### config.mk
export PLATFORM = sky130hd
export DESIGN_NAME = mc_ctrl_fsm_flat
export DESIGN_NICKNAME = d
export VERILOG_FILES = /design/src/rtl/mc_ctrl_if.sv /design/src/rtl/mc_ctrl_fsm.sv /design/src/flat_wrapper.sv
export SDC_FILE = /design/constraint.sdc
export NUM_CORES = 1
export LEC_CHECK = 0
export ABC_AREA = 1
export BUFFER_PORTS_ARGS = -buffer_cell sky130_fd_sc_hd__buf_2
export CAP_MARGIN = 20
export CORE_ASPECT_RATIO = 1.2
export CORE_UTILIZATION = 50
export DETAILED_ROUTE_END_ITERATION = 10
export PLACE_DENSITY = 0.87
export SLEW_MARGIN = 20
export SYNTH_ARGS = -nofsm -noshare
export SYNTH_HDL_FRONTEND = slang
export SYNTH_SLANG_ARGS = --single-unit
### constraint.sdc
create_clock -name clk -period 2.2 [get_ports clk]
set_clock_uncertainty 0.1 [all_clocks]
set_input_delay 0.66 -clock clk [delete_from_list [all_inputs] [get_ports clk]]
set_output_delay 0.66 -clock clk [all_outputs]
set_load 0.01 [all_outputs]
### src/rtl/mc_ctrl_if.sv
// Control bundle between the multi-cycle controller and the MIPS datapath:
// IR opcode / memory handshake / ALU flag in, every mux select and enable out.
interface mc_ctrl_if #(
    parameter int CNT_W = 32
);
    logic [5:0]       opcode;
    logic             mem_ready;
    logic             alu_zero;
    logic             mem_read;
    logic             mem_write;
    logic             iord;
    logic             ir_write;
    logic             reg_write;
    logic             alu_src_a;
    logic             pc_en;
    logic [1:0]       reg_dst;
    logic [1:0]       mem_to_reg;
    logic [1:0]       alu_src_b;
    logic [1:0]       alu_op;
    logic [1:0]       pc_src;
    logic [3:0]       state;
    logic             err;
    logic [CNT_W-1:0] instr_count;

    modport master (
        input  opcode, mem_ready, alu_zero,
        output mem_read, mem_write, iord, ir_write, reg_write, alu_src_a, pc_en,
               reg_dst, mem_to_reg, alu_src_b, alu_op, pc_src, state, err, instr_count
    );

    modport slave (
        output opcode, mem_ready, alu_zero,
        input  mem_read, mem_write, iord, ir_write, reg_write, alu_src_a, pc_en,
               reg_dst, mem_to_reg, alu_src_b, alu_op, pc_src, state, err, instr_count
    );
endinterface

### src/rtl/mc_ctrl_fsm.sv
// Multi-cycle MIPS control unit with memory-ready timeout, sticky error and instruction count.
// Optional macro SINGLE_STEP_EN: park in HOLD after reset/each instruction until a step pulse.
//
// state   | meaning
// FETCH   | read instruction, PC <= PC+4 on mem_ready
// DECODE  | register read, branch target into ALUOut
// MEMADR  | compute lw/sw address
// MEMRD   | data read, wait for mem_ready
// MEMWB   | MDR -> rt
// MEMWR   | data write, wait for mem_ready
// EXEC    | R-type ALU operation
// RWB     | ALUOut -> rd
// BRANCH  | beq/bne compare and conditional PC load
// JUMP    | PC <= jump target
// JAL     | $31 <= PC, PC <= jump target
// ADDI_EX | rs + imm
// ADDI_WB | ALUOut -> rt
// HOLD    | single-step park (SINGLE_STEP_EN only)
// ERR     | sticky fault, left only by rst
module mc_ctrl_fsm #(
    parameter int MEM_TIMEOUT = 15,
    parameter int CNT_W       = 32
) (
    input  logic       clk,
    input  logic       rst,
    input  logic       step,
    mc_ctrl_if.master  bus
);
    typedef enum logic [3:0] {
        ST_FETCH   = 4'd0,
        ST_DECODE  = 4'd1,
        ST_MEMADR  = 4'd2,
        ST_MEMRD   = 4'd3,
        ST_MEMWB   = 4'd4,
        ST_MEMWR   = 4'd5,
        ST_EXEC    = 4'd6,
        ST_RWB     = 4'd7,
        ST_BRANCH  = 4'd8,
        ST_JUMP    = 4'd9,
        ST_JAL     = 4'd10,
        ST_ADDI_EX = 4'd11,
        ST_ADDI_WB = 4'd12,
        ST_HOLD    = 4'd13,
        ST_ERR     = 4'd15
    } state_t;

    localparam int WAIT_W = (MEM_TIMEOUT > 2) ? $clog2(MEM_TIMEOUT) : 1;
    localparam logic [WAIT_W-1:0] WAIT_LAST = WAIT_W'((MEM_TIMEOUT > 0) ? MEM_TIMEOUT - 1 : 0);

`ifdef SINGLE_STEP_EN
    localparam state_t DONE_ST = ST_HOLD;
`else
    localparam state_t DONE_ST = ST_FETCH;
`endif

    state_t            state_q, state_d;
    logic [WAIT_W-1:0] wait_q;
    logic [CNT_W-1:0]  cnt_q;
    logic              err_q;
    logic              mem_state;
    logic              timeout;

    assign mem_state = (state_q == ST_FETCH) || (state_q == ST_MEMRD) || (state_q == ST_MEMWR);
    // A ready on the last allowed cycle still completes the access.
    assign timeout   = (MEM_TIMEOUT != 0) && !bus.mem_ready && (wait_q == WAIT_LAST);

    always_comb begin
        state_d        = state_q;
        bus.mem_read   = 1'b0;
        bus.mem_write  = 1'b0;
        bus.iord       = 1'b0;
        bus.ir_write   = 1'b0;
        bus.reg_write  = 1'b0;
        bus.alu_src_a  = 1'b0;
        bus.pc_en      = 1'b0;
        bus.reg_dst    = 2'b00;
        bus.mem_to_reg = 2'b00;
        bus.alu_src_b  = 2'b00;
        bus.alu_op     = 2'b00;
        bus.pc_src     = 2'b00;
        case (state_q)
            ST_FETCH: begin
                bus.mem_read  = 1'b1;
                bus.alu_src_b = 2'b01;
                bus.ir_write  = bus.mem_ready;
                bus.pc_en     = bus.mem_ready;
                if (bus.mem_ready) state_d = ST_DECODE;
                else if (timeout)  state_d = ST_ERR;
            end
            ST_DECODE: begin
                bus.alu_src_b = 2'b11;
                case (bus.opcode)
                    6'b100011, 6'b101011: state_d = ST_MEMADR;
                    6'b000000:            state_d = ST_EXEC;
                    6'b000100, 6'b000101: state_d = ST_BRANCH;
                    6'b000010:            state_d = ST_JUMP;
                    6'b000011:            state_d = ST_JAL;
                    6'b001000:            state_d = ST_ADDI_EX;
                    default:              state_d = ST_ERR;
                endcase
            end
            ST_MEMADR: begin
                bus.alu_src_a = 1'b1;
                bus.alu_src_b = 2'b10;
                state_d = (bus.opcode == 6'b100011) ? ST_MEMRD : ST_MEMWR;
            end
            ST_MEMRD: begin
                bus.mem_read = 1'b1;
                bus.iord     = 1'b1;
                if (bus.mem_ready) state_d = ST_MEMWB;
                else if (timeout)  state_d = ST_ERR;
            end
            ST_MEMWB: begin
                bus.reg_write  = 1'b1;
                bus.mem_to_reg = 2'b01;
                state_d = DONE_ST;
            end
            ST_MEMWR: begin
                bus.mem_write = 1'b1;
                bus.iord      = 1'b1;
                if (bus.mem_ready) state_d = DONE_ST;
                else if (timeout)  state_d = ST_ERR;
            end
            ST_EXEC: begin
                bus.alu_src_a = 1'b1;
                bus.alu_op    = 2'b10;
                state_d = ST_RWB;
            end
            ST_RWB: begin
                bus.reg_write = 1'b1;
                bus.reg_dst   = 2'b01;
                state_d = DONE_ST;
            end
            ST_BRANCH: begin
                bus.alu_src_a = 1'b1;
                bus.alu_op    = 2'b01;
                bus.pc_src    = 2'b01;
                // opcode bit 0 separates bne from beq
                bus.pc_en     = bus.opcode[0] ? !bus.alu_zero : bus.alu_zero;
                state_d = DONE_ST;
            end
            ST_JUMP: begin
                bus.pc_src = 2'b10;
                bus.pc_en  = 1'b1;
                state_d = DONE_ST;
            end
            ST_JAL: begin
                bus.reg_write  = 1'b1;
                bus.reg_dst    = 2'b10;
                bus.mem_to_reg = 2'b10;
                bus.pc_src     = 2'b10;
                bus.pc_en      = 1'b1;
                state_d = DONE_ST;
            end
            ST_ADDI_EX: begin
                bus.alu_src_a = 1'b1;
                bus.alu_src_b = 2'b10;
                state_d = ST_ADDI_WB;
            end
            ST_ADDI_WB: begin
                bus.reg_write = 1'b1;
                state_d = DONE_ST;
            end
`ifdef SINGLE_STEP_EN
            ST_HOLD: begin
                if (step) state_d = ST_FETCH;
            end
`endif
            ST_ERR:  state_d = ST_ERR;
            default: state_d = ST_ERR;
        endcase
        // Nothing reaches the datapath while reset is held, so an aborted write never lands.
        if (rst) begin
            bus.mem_read   = 1'b0;
            bus.mem_write  = 1'b0;
            bus.iord       = 1'b0;
            bus.ir_write   = 1'b0;
            bus.reg_write  = 1'b0;
            bus.alu_src_a  = 1'b0;
            bus.pc_en      = 1'b0;
            bus.reg_dst    = 2'b00;
            bus.mem_to_reg = 2'b00;
            bus.alu_src_b  = 2'b00;
            bus.alu_op     = 2'b00;
            bus.pc_src     = 2'b00;
        end
    end

    always_ff @(posedge clk) begin
        if (rst) begin
            state_q <= DONE_ST;
            wait_q  <= '0;
            cnt_q   <= '0;
            err_q   <= 1'b0;
        end else begin
            state_q <= state_d;
            err_q   <= (state_d == ST_ERR);
            if (state_d != state_q)
                wait_q <= '0;
            else if (mem_state && !bus.mem_ready)
                wait_q <= wait_q + 1'b1;
            if (bus.ir_write)
                cnt_q <= cnt_q + 1'b1;
        end
    end

    assign bus.state       = rst ? 4'd0 : state_q;
    assign bus.err         = !rst && err_q;
    assign bus.instr_count = rst ? '0 : cnt_q;
endmodule
### src/flat_wrapper.sv
// flat-port wrapper written by rule: the top's interface ports become plain ports
module mc_ctrl_fsm_flat 
#(
    parameter int MEM_TIMEOUT = 15,
    parameter int CNT_W       = 32
)
  (clk, rst, step, bus_opcode, bus_mem_ready, bus_alu_zero, bus_mem_read, bus_mem_write, bus_iord, bus_ir_write, bus_reg_write, bus_alu_src_a, bus_pc_en, bus_reg_dst, bus_mem_to_reg, bus_alu_src_b, bus_alu_op, bus_pc_src, bus_state, bus_err, bus_instr_count);
  mc_ctrl_if #(.CNT_W(CNT_W)) bus_i ();
  input  logic clk;
  input  logic rst;
  input  logic step;
  input wire logic [$bits(bus_i.opcode)-1:0] bus_opcode;
  input wire logic [$bits(bus_i.mem_ready)-1:0] bus_mem_ready;
  input wire logic [$bits(bus_i.alu_zero)-1:0] bus_alu_zero;
  output wire logic [$bits(bus_i.mem_read)-1:0] bus_mem_read;
  output wire logic [$bits(bus_i.mem_write)-1:0] bus_mem_write;
  output wire logic [$bits(bus_i.iord)-1:0] bus_iord;
  output wire logic [$bits(bus_i.ir_write)-1:0] bus_ir_write;
  output wire logic [$bits(bus_i.reg_write)-1:0] bus_reg_write;
  output wire logic [$bits(bus_i.alu_src_a)-1:0] bus_alu_src_a;
  output wire logic [$bits(bus_i.pc_en)-1:0] bus_pc_en;
  output wire logic [$bits(bus_i.reg_dst)-1:0] bus_reg_dst;
  output wire logic [$bits(bus_i.mem_to_reg)-1:0] bus_mem_to_reg;
  output wire logic [$bits(bus_i.alu_src_b)-1:0] bus_alu_src_b;
  output wire logic [$bits(bus_i.alu_op)-1:0] bus_alu_op;
  output wire logic [$bits(bus_i.pc_src)-1:0] bus_pc_src;
  output wire logic [$bits(bus_i.state)-1:0] bus_state;
  output wire logic [$bits(bus_i.err)-1:0] bus_err;
  output wire logic [$bits(bus_i.instr_count)-1:0] bus_instr_count;
  assign bus_i.opcode = bus_opcode;
  assign bus_i.mem_ready = bus_mem_ready;
  assign bus_i.alu_zero = bus_alu_zero;
  assign bus_mem_read = bus_i.mem_read;
  assign bus_mem_write = bus_i.mem_write;
  assign bus_iord = bus_i.iord;
  assign bus_ir_write = bus_i.ir_write;
  assign bus_reg_write = bus_i.reg_write;
  assign bus_alu_src_a = bus_i.alu_src_a;
  assign bus_pc_en = bus_i.pc_en;
  assign bus_reg_dst = bus_i.reg_dst;
  assign bus_mem_to_reg = bus_i.mem_to_reg;
  assign bus_alu_src_b = bus_i.alu_src_b;
  assign bus_alu_op = bus_i.alu_op;
  assign bus_pc_src = bus_i.pc_src;
  assign bus_state = bus_i.state;
  assign bus_err = bus_i.err;
  assign bus_instr_count = bus_i.instr_count;
  mc_ctrl_fsm #(.MEM_TIMEOUT(MEM_TIMEOUT), .CNT_W(CNT_W)) u_core (.clk(clk), .rst(rst), .step(step), .bus(bus_i));
endmodule
==> results.toml, run 1 <==
[placed_design]
gp_congestion = 0.971
dp_slack_ns = 0.0261
dpl.cell_count = 595
placed_area_um2 = 3300
dp_hpwl_um = 5620
port_buffers = 63

[sta]
final.period_utilization = 1.02
final-setup-viol-count = 3
fmax_mhz = 447
maxSlewHeadroom = 0.751
layout_setup_ws_ns = -0.0357
rsz0062_at_grt = "yes"
worst_slew_pin_slew_ns = 0.370
fin_crit_ns = 2.24
final_hold_viol_count = 0
report.final.slew_viol_count = 0

[clocking]
clkTransAtPathRegs_ns = 0.08
cts_buffers = 5
clk_latency_ns = 0.29
cts_tree = "yes"
clockRootBuffer = "clkbuf_8"
clock_path_buffers = 2
cts_max_level = 2
cts.sinks = 41

[setup_path]
cp_max_fo = 5
r2r_start = "u_core.state_q[0]"
r2r_cells = 11
start_kind = "flop"
r2r_end = "u_core.cnt_q[13]"
arrival_ns = 1.48
cp-end-kind = "output port"
worstPathRequired_ns = 1.44
ff2ff_setup_slack_ns = 0.06
critPathKind = "reg2out"

[global_route]
grt_max_degree = 28
grt_pass1_wl_um = 12600
track_usage = 0.259
overflow = 0
antenna_found_initial = 0
grt_pass1_vias = 3007

[drt]
routed_wl_um = 7890
firstDrtPassIters = 8
routedWlPerCell_um = 12.8
vias = 3264
drtIter0Drc = 218
drc = 6
ant_nets = 0
via_per_inst = 5.32

[logic_synthesis]
yosys_warnings = 0
synth.area.top_cells = "dfxtp_1 (29%), nor2_1 (12%), nand2_1 (12%)"
ys_seq_area_frac = 0.291
ys_ff_latch = 41
postSynthAreaPerCell_um2 = 6.04
synth_top_area_frac = 0.291
synth_top_area_cell = "dfxtp_1"
synth_fp_nets = 481
netlist-cell-type-count = 32
synth_area_um2 = 2820
synthCells = 467

[layout]
drive_gt1_frac = 0.254
layout.nets = 565
fill_cells = 453
antennaDiodeCount = 0
area_growth_pct = 29.8
final_area_um2 = 3660
final_cells = 614

[run_status]
status = "finished with violations"
violations = "DRC, setup timing"

[min_path]
hold_end = "u_core.cnt_q[29]"
worstHoldStart = "u_core.cnt_q[29]"
hold-path-cell-count = 2
min_path_type = "reg2reg"

[die]
die-area_um2 = 5950
die-width_um = 70.6
dieHeight_um = 84.3
ioPinCount = 65
rows = 29
initial_core_util = 0.526
coreArea_um2 = 5370

[pwr]
power_density_nw_per_um2 = 804
p_leak_nw = 1.71
vdd_drop_max_mv = 0.606
power_mw = 2.94

[flow_run]
cap_violations = 0
-- how the worst max path moves through the flow --
| stage | from | endpoint | slack, ns | depth (start not counted) |
|---|---|---|---|---|
| final | u_core.state_q[0] | bus_pc_en | -0.04 | 7 |
| after global routing | u_core.state_q[0] | bus_pc_src[1] | -0.08 | 7 |
| after CTS | u_core.state_q[2] | bus_alu_src_b[1] | -0.01 | 6 |
| after detailed placement | bus_opcode[4] | u_core.wait_q[3] | 0.03 | 12 |
| after global placement | rst | bus_pc_en | 0.07 | 6 |
| after floorplan | rst | bus_reg_dst[1] | 0.05 | 4 |
-- worst max-delay path, stage by stage (launching register included) --
cell and delay, ns:
dfxtp_4 0.38, inv_1 0.18, nor2_4 0.06, nor2_1 0.17, nor2_1 0.06, nand2_1 0.12, nand3_2 0.09, buf_6 0.12
-- cells in the mapped netlist, drive strengths merged --
master  number
a211oi       1
a21oi       30
a31oi        2
buf          5
clkbuf       6
dfxtp       41
ha           3
inv         76
nand2       92
nand3       32
nand3b       1
nand4        8
nor2       101
nor3        32
nor4         3
o21ai       19
o31ai        1
or2          1
xnor2        1
xor2        12
-- cell type report --
cell class,count,area (µm²),area share
Clock buffer,6,82.6,0.0225
Clock inverter,2,37.5,0.0102
Inverter,76,295,0.0806
Multi-Input combinational cell,339,1760,0.480
Sequential cell,41,836,0.228
Tap cell,62,77.6,0.0212
Timing Repair Buffer,88,577,0.157
-- registers in the layout (all words and copies together), names as in the netlist --
name and cells:
u_core.err_q 1, u_core.cnt_q 32, u_core.wait_q 4, u_core.state_q 4
-- power breakdown --
part	total (mW)	switching, mW	leakage, nW	internal, mW
Combinational	1.41	0.845	1.32	0.564
Sequential	0.897	0.0914	0.334	0.805
Clock	0.639	0.270	0.0574	0.369
Total	2.94	1.21	1.71	1.74
-- placed cells by master, fill, tap and decap left out, types with 9 or more instances in the layout --
cell type  synthesis  routed
a21oi_1           30      28
buf_2              0      59
buf_4              2      19
dfxtp_1           41      37
inv_1             74      69
nand2_1           90      84
nand3_1           30      29
nor2_1            93      87
nor2_4             3       9
nor3_1            30      30
o21ai_0           19      19
xor2_1            12      12
-- routing by layer --
layer	wire length (µm)	track usage
met1	3040	0.280
met5	0	0
met4	394	0.135
met2	4020	0.479
met3	424	0.0432
-- through the flow --
stage	TNS, ns	hold slack, ns	util
4_1_cts	-0.0113	0.375	0.659
3_3_place_gp	0	0.353	0.614
2_1_floorplan	0	0.344	-
3_5_place_dp	0	0.362	0.614
6_report	-0.0484	0.371	0.682
5_1_grt	-0.382	0.407	0.682
-- logic make-up (layout without fill, tap and decap cells) --
| kind of cell | after synthesis | count (layout) | synth area share |
|---|---|---|---|
| AOI/OAI and AO/OA | 53 | 53 | 0.0966 |
| xor gates and xnor gates | 13 | 13 | 0.0403 |
| adders and majority gates | 3 | 3 | 0.0133 |
| buffers and inverters | 87 | 172 | 0.120 |
| DFF | 41 | 41 | 0.291 |
| and+or+nand+nor | 270 | 270 | 0.439 |
-- repair_timing --
item / CTS / global route
pin swaps: 5 / 8
setup buffers: 7 / 4
resized for setup: 23 / 25
endpoints found under the setup margin: 14 / 18
hold buffers: 0 / 0
No activity file was read; power rests on OpenSTA's default activity.
==> run 2, diff against run 1 <==
--- a/config.mk
+++ b/config.mk
@@ -5,7 +5,6 @@
 export SDC_FILE = /design/constraint.sdc
 export NUM_CORES = 1
 export LEC_CHECK = 0
-export ABC_AREA = 1
 export BUFFER_PORTS_ARGS = -buffer_cell sky130_fd_sc_hd__buf_2
 export CAP_MARGIN = 20
 export CORE_ASPECT_RATIO = 1.2
==> results.toml, run 2 <==
[setup_path]
critPathKind = "reg2out"
cp-end-kind = "output port"
start_kind = "flop"
r2r_cells = 6
worstPathRequired_ns = 1.44
cp_max_fo = 6
arrival_ns = 1.74

[pwr]
vdd_drop_max_mv = 0.730
p_int_mw = 2.39
power_density_nw_per_um2 = 935
comb_power_share = 0.676
sw_frac_of_total = 0.441
p_seq_frac = 0.213
netSwitchingPower_mw = 1.89
power.share.clock = 0.111
p_leak_nw = 2.01

[drt]
firstDrtPassIters = 8
via_per_inst = 6.80
drc = 11
vias = 3861
routedWlPerCell_um = 23.3
drtIter0Drc = 570
ant_nets = 0
routed_wl_um = 13200

[clocking]
cts_max_level = 2
cts_tree = "yes"
cts.sinks = 41
postCtsHoldBufs = 0
clockRootBuffer = "clkbuf_8"
clk_latency_ns = 0.31
clock_path_buffers = 2
cts_buffers = 5
clkTransAtPathRegs_ns = 0.08

[logic_synthesis]
postSynthAreaPerCell_um2 = 7.70
synth-edff-count = 0
synthArstFlopShare = 0
yosys_warnings = 0
synth_top_area_cell = "dfxtp_1"
ys_seq_area_frac = 0.289
synth_top_area_frac = 0.289
synth_fp_nets = 382
netlist-cell-type-count = 65
synth_area_um2 = 2840
yosys_most_used_dff = "dfxtp_1"
ys_ff_latch = 41
synth.area.top_cells = "dfxtp_1 (29%), nor2b_1 (7.7%), nor2_1 (6.5%)"
synth_common_cells = "nor2_1 (49), dfxtp_1 (41), nor2b_1 (35)"
synthCells = 368
yosys.cell_count.top_type = "nor2_1"

[layout]
utilization = 0.851
final_cells = 568
reg_top3 = "u_core.cnt_q x32, u_core.state_q x4, u_core.wait_q x4"
area_growth_pct = 61.2
final_common_cell = "buf_4"
most-common-layout-cells = "buf_4 (71), buf_2 (57), dfxtp_1 (36), nor2_1 (34), nor2b_1 (29)"
largest_reg_flops = 32
layout.nets = 521
top_register = "u_core.cnt_q"
drive_gt1_frac = 0.492
antennaDiodeCount = 0

[die]
die-width_um = 70.7
die-area_um2 = 5980
initial_core_util = 0.528
rows = 29
ioPinCount = 65
dieHeight_um = 84.5
coreArea_um2 = 5370

[sta]
maxSlewHeadroom = 0.487
final-setup-viol-count = 35
fin_crit_ns = 2.50
final.period_utilization = 1.14
layout_setup_ws_ns = -0.301
worst_slew_pin_slew_ns = 0.767
rsz0062_at_grt = "yes"
report.final.slew_viol_count = 0
final_hold_viol_count = 0
final.setup.tns_ns = -4.12
fmax_mhz = 400

[global_route]
track_usage = 0.328
antenna_found_initial = 0
grt_pass1_wl_um = 15700
grt_pass1_vias = 3350
grt_max_degree = 26
overflow = 0

[placed_design]
gp_congestion = 0.913
dpl.cell_count = 521
dp_hpwl_um = 5860
dp_slack_ns = -0.249
port_buffers = 63

[flow_run]
cap_violations = 0

[min_path]
min_path_type = "reg2reg"
hold-path-cell-count = 2

[run_status]
violations = "DRC, setup timing"
status = "finished with violations"
-- run 2: final cells by class --
cell class              instances  area, µm²
multi-input cells             286       2280
repair buffers                157       1230
flip-flops and latches         41        837
fillers                       252        801
well taps                      62       77.6
clock buffers                   5       68.8
inverters                      16       68.8
clock inverters                 1       5.00
-- run 2: path summary, 6_finish.rpt --
check | from | to | slack, ns
setup reg to reg | u_core.wait_q[1] | u_core.wait_q[0] | -0.19
hold / removal | u_core.cnt_q[31] | u_core.cnt_q[31] | 0.43
hold reg to reg | u_core.cnt_q[31] | u_core.cnt_q[31] | 0.43
setup / recovery | u_core.state_q[2] | bus_alu_src_a | -0.30
-- run 2: through the flow --
| step | hold WS, ns | total power [mW] | cell area [µm²] |
|---|---|---|---|
| 2_1_floorplan | 0.347 | 1.96 | 2990 |
| 3_3_place_gp | 0.361 | 2.42 | 3610 |
| 3_5_place_dp | 0.371 | 2.46 | 3610 |
| 4_1_cts | 0.388 | 3.35 | 4020 |
| 5_1_grt | 0.446 | 4.43 | 4570 |
| 6_report | 0.431 | 4.27 | 4570 |
-- run 2: worst max-delay path, stage by stage (launching register included) --
cell and delay, ns:
dfxtp_4 0.37, buf_12 0.14, nand2b_4 0.14, buf_6 0.13, mux2i_4 0.25, a22oi_2 0.14
nor2_1 0.13, buf_2 0.14
-- run 2: power groups by stage --
stage	logic [mW]	registers (mW)	clock network (mW)
2_1_floorplan	1.11	0.854	0
3_3_place_gp	1.56	0.856	0
3_5_place_dp	1.60	0.862	0
4_1_cts	2.03	0.869	0.458
5_1_grt	3.01	0.908	0.508
6_report	2.89	0.910	0.473
-- run 2: repair_timing --
item | CTS | global route
pin swaps | 19 | 27
gates resized for setup | 49 | 76
gates cloned | 2 | 2
setup endpoints to repair | 36 | 38
buffers inserted | 13 | 28
-- run 2: cell families (layout without fill, tap and decap cells) --
family	Yosys count	after routing	share of synthesized area
xor+xnor	22	22	0.0680
simple gates	191	191	0.379
mux	10	10	0.0388
fa+ha+maj	4	4	0.0168
buf+inv	41	179	0.0596
compound gates	59	59	0.148
flops	41	41	0.289
-- run 2: per-layer routing --
| metal | share of wire | GRT usage | up-vias |
|---|---|---|---|
| li1 | - | - | 1593 |
| met1 | 0.32 | 0.358 | 1766 |
| met2 | 0.48 | 0.587 | 357 |
| met3 | 0.10 | 0.0492 | 145 |
| met4 | 0.093 | 0.205 | 0 |
| met5 | 0 | 0 | - |
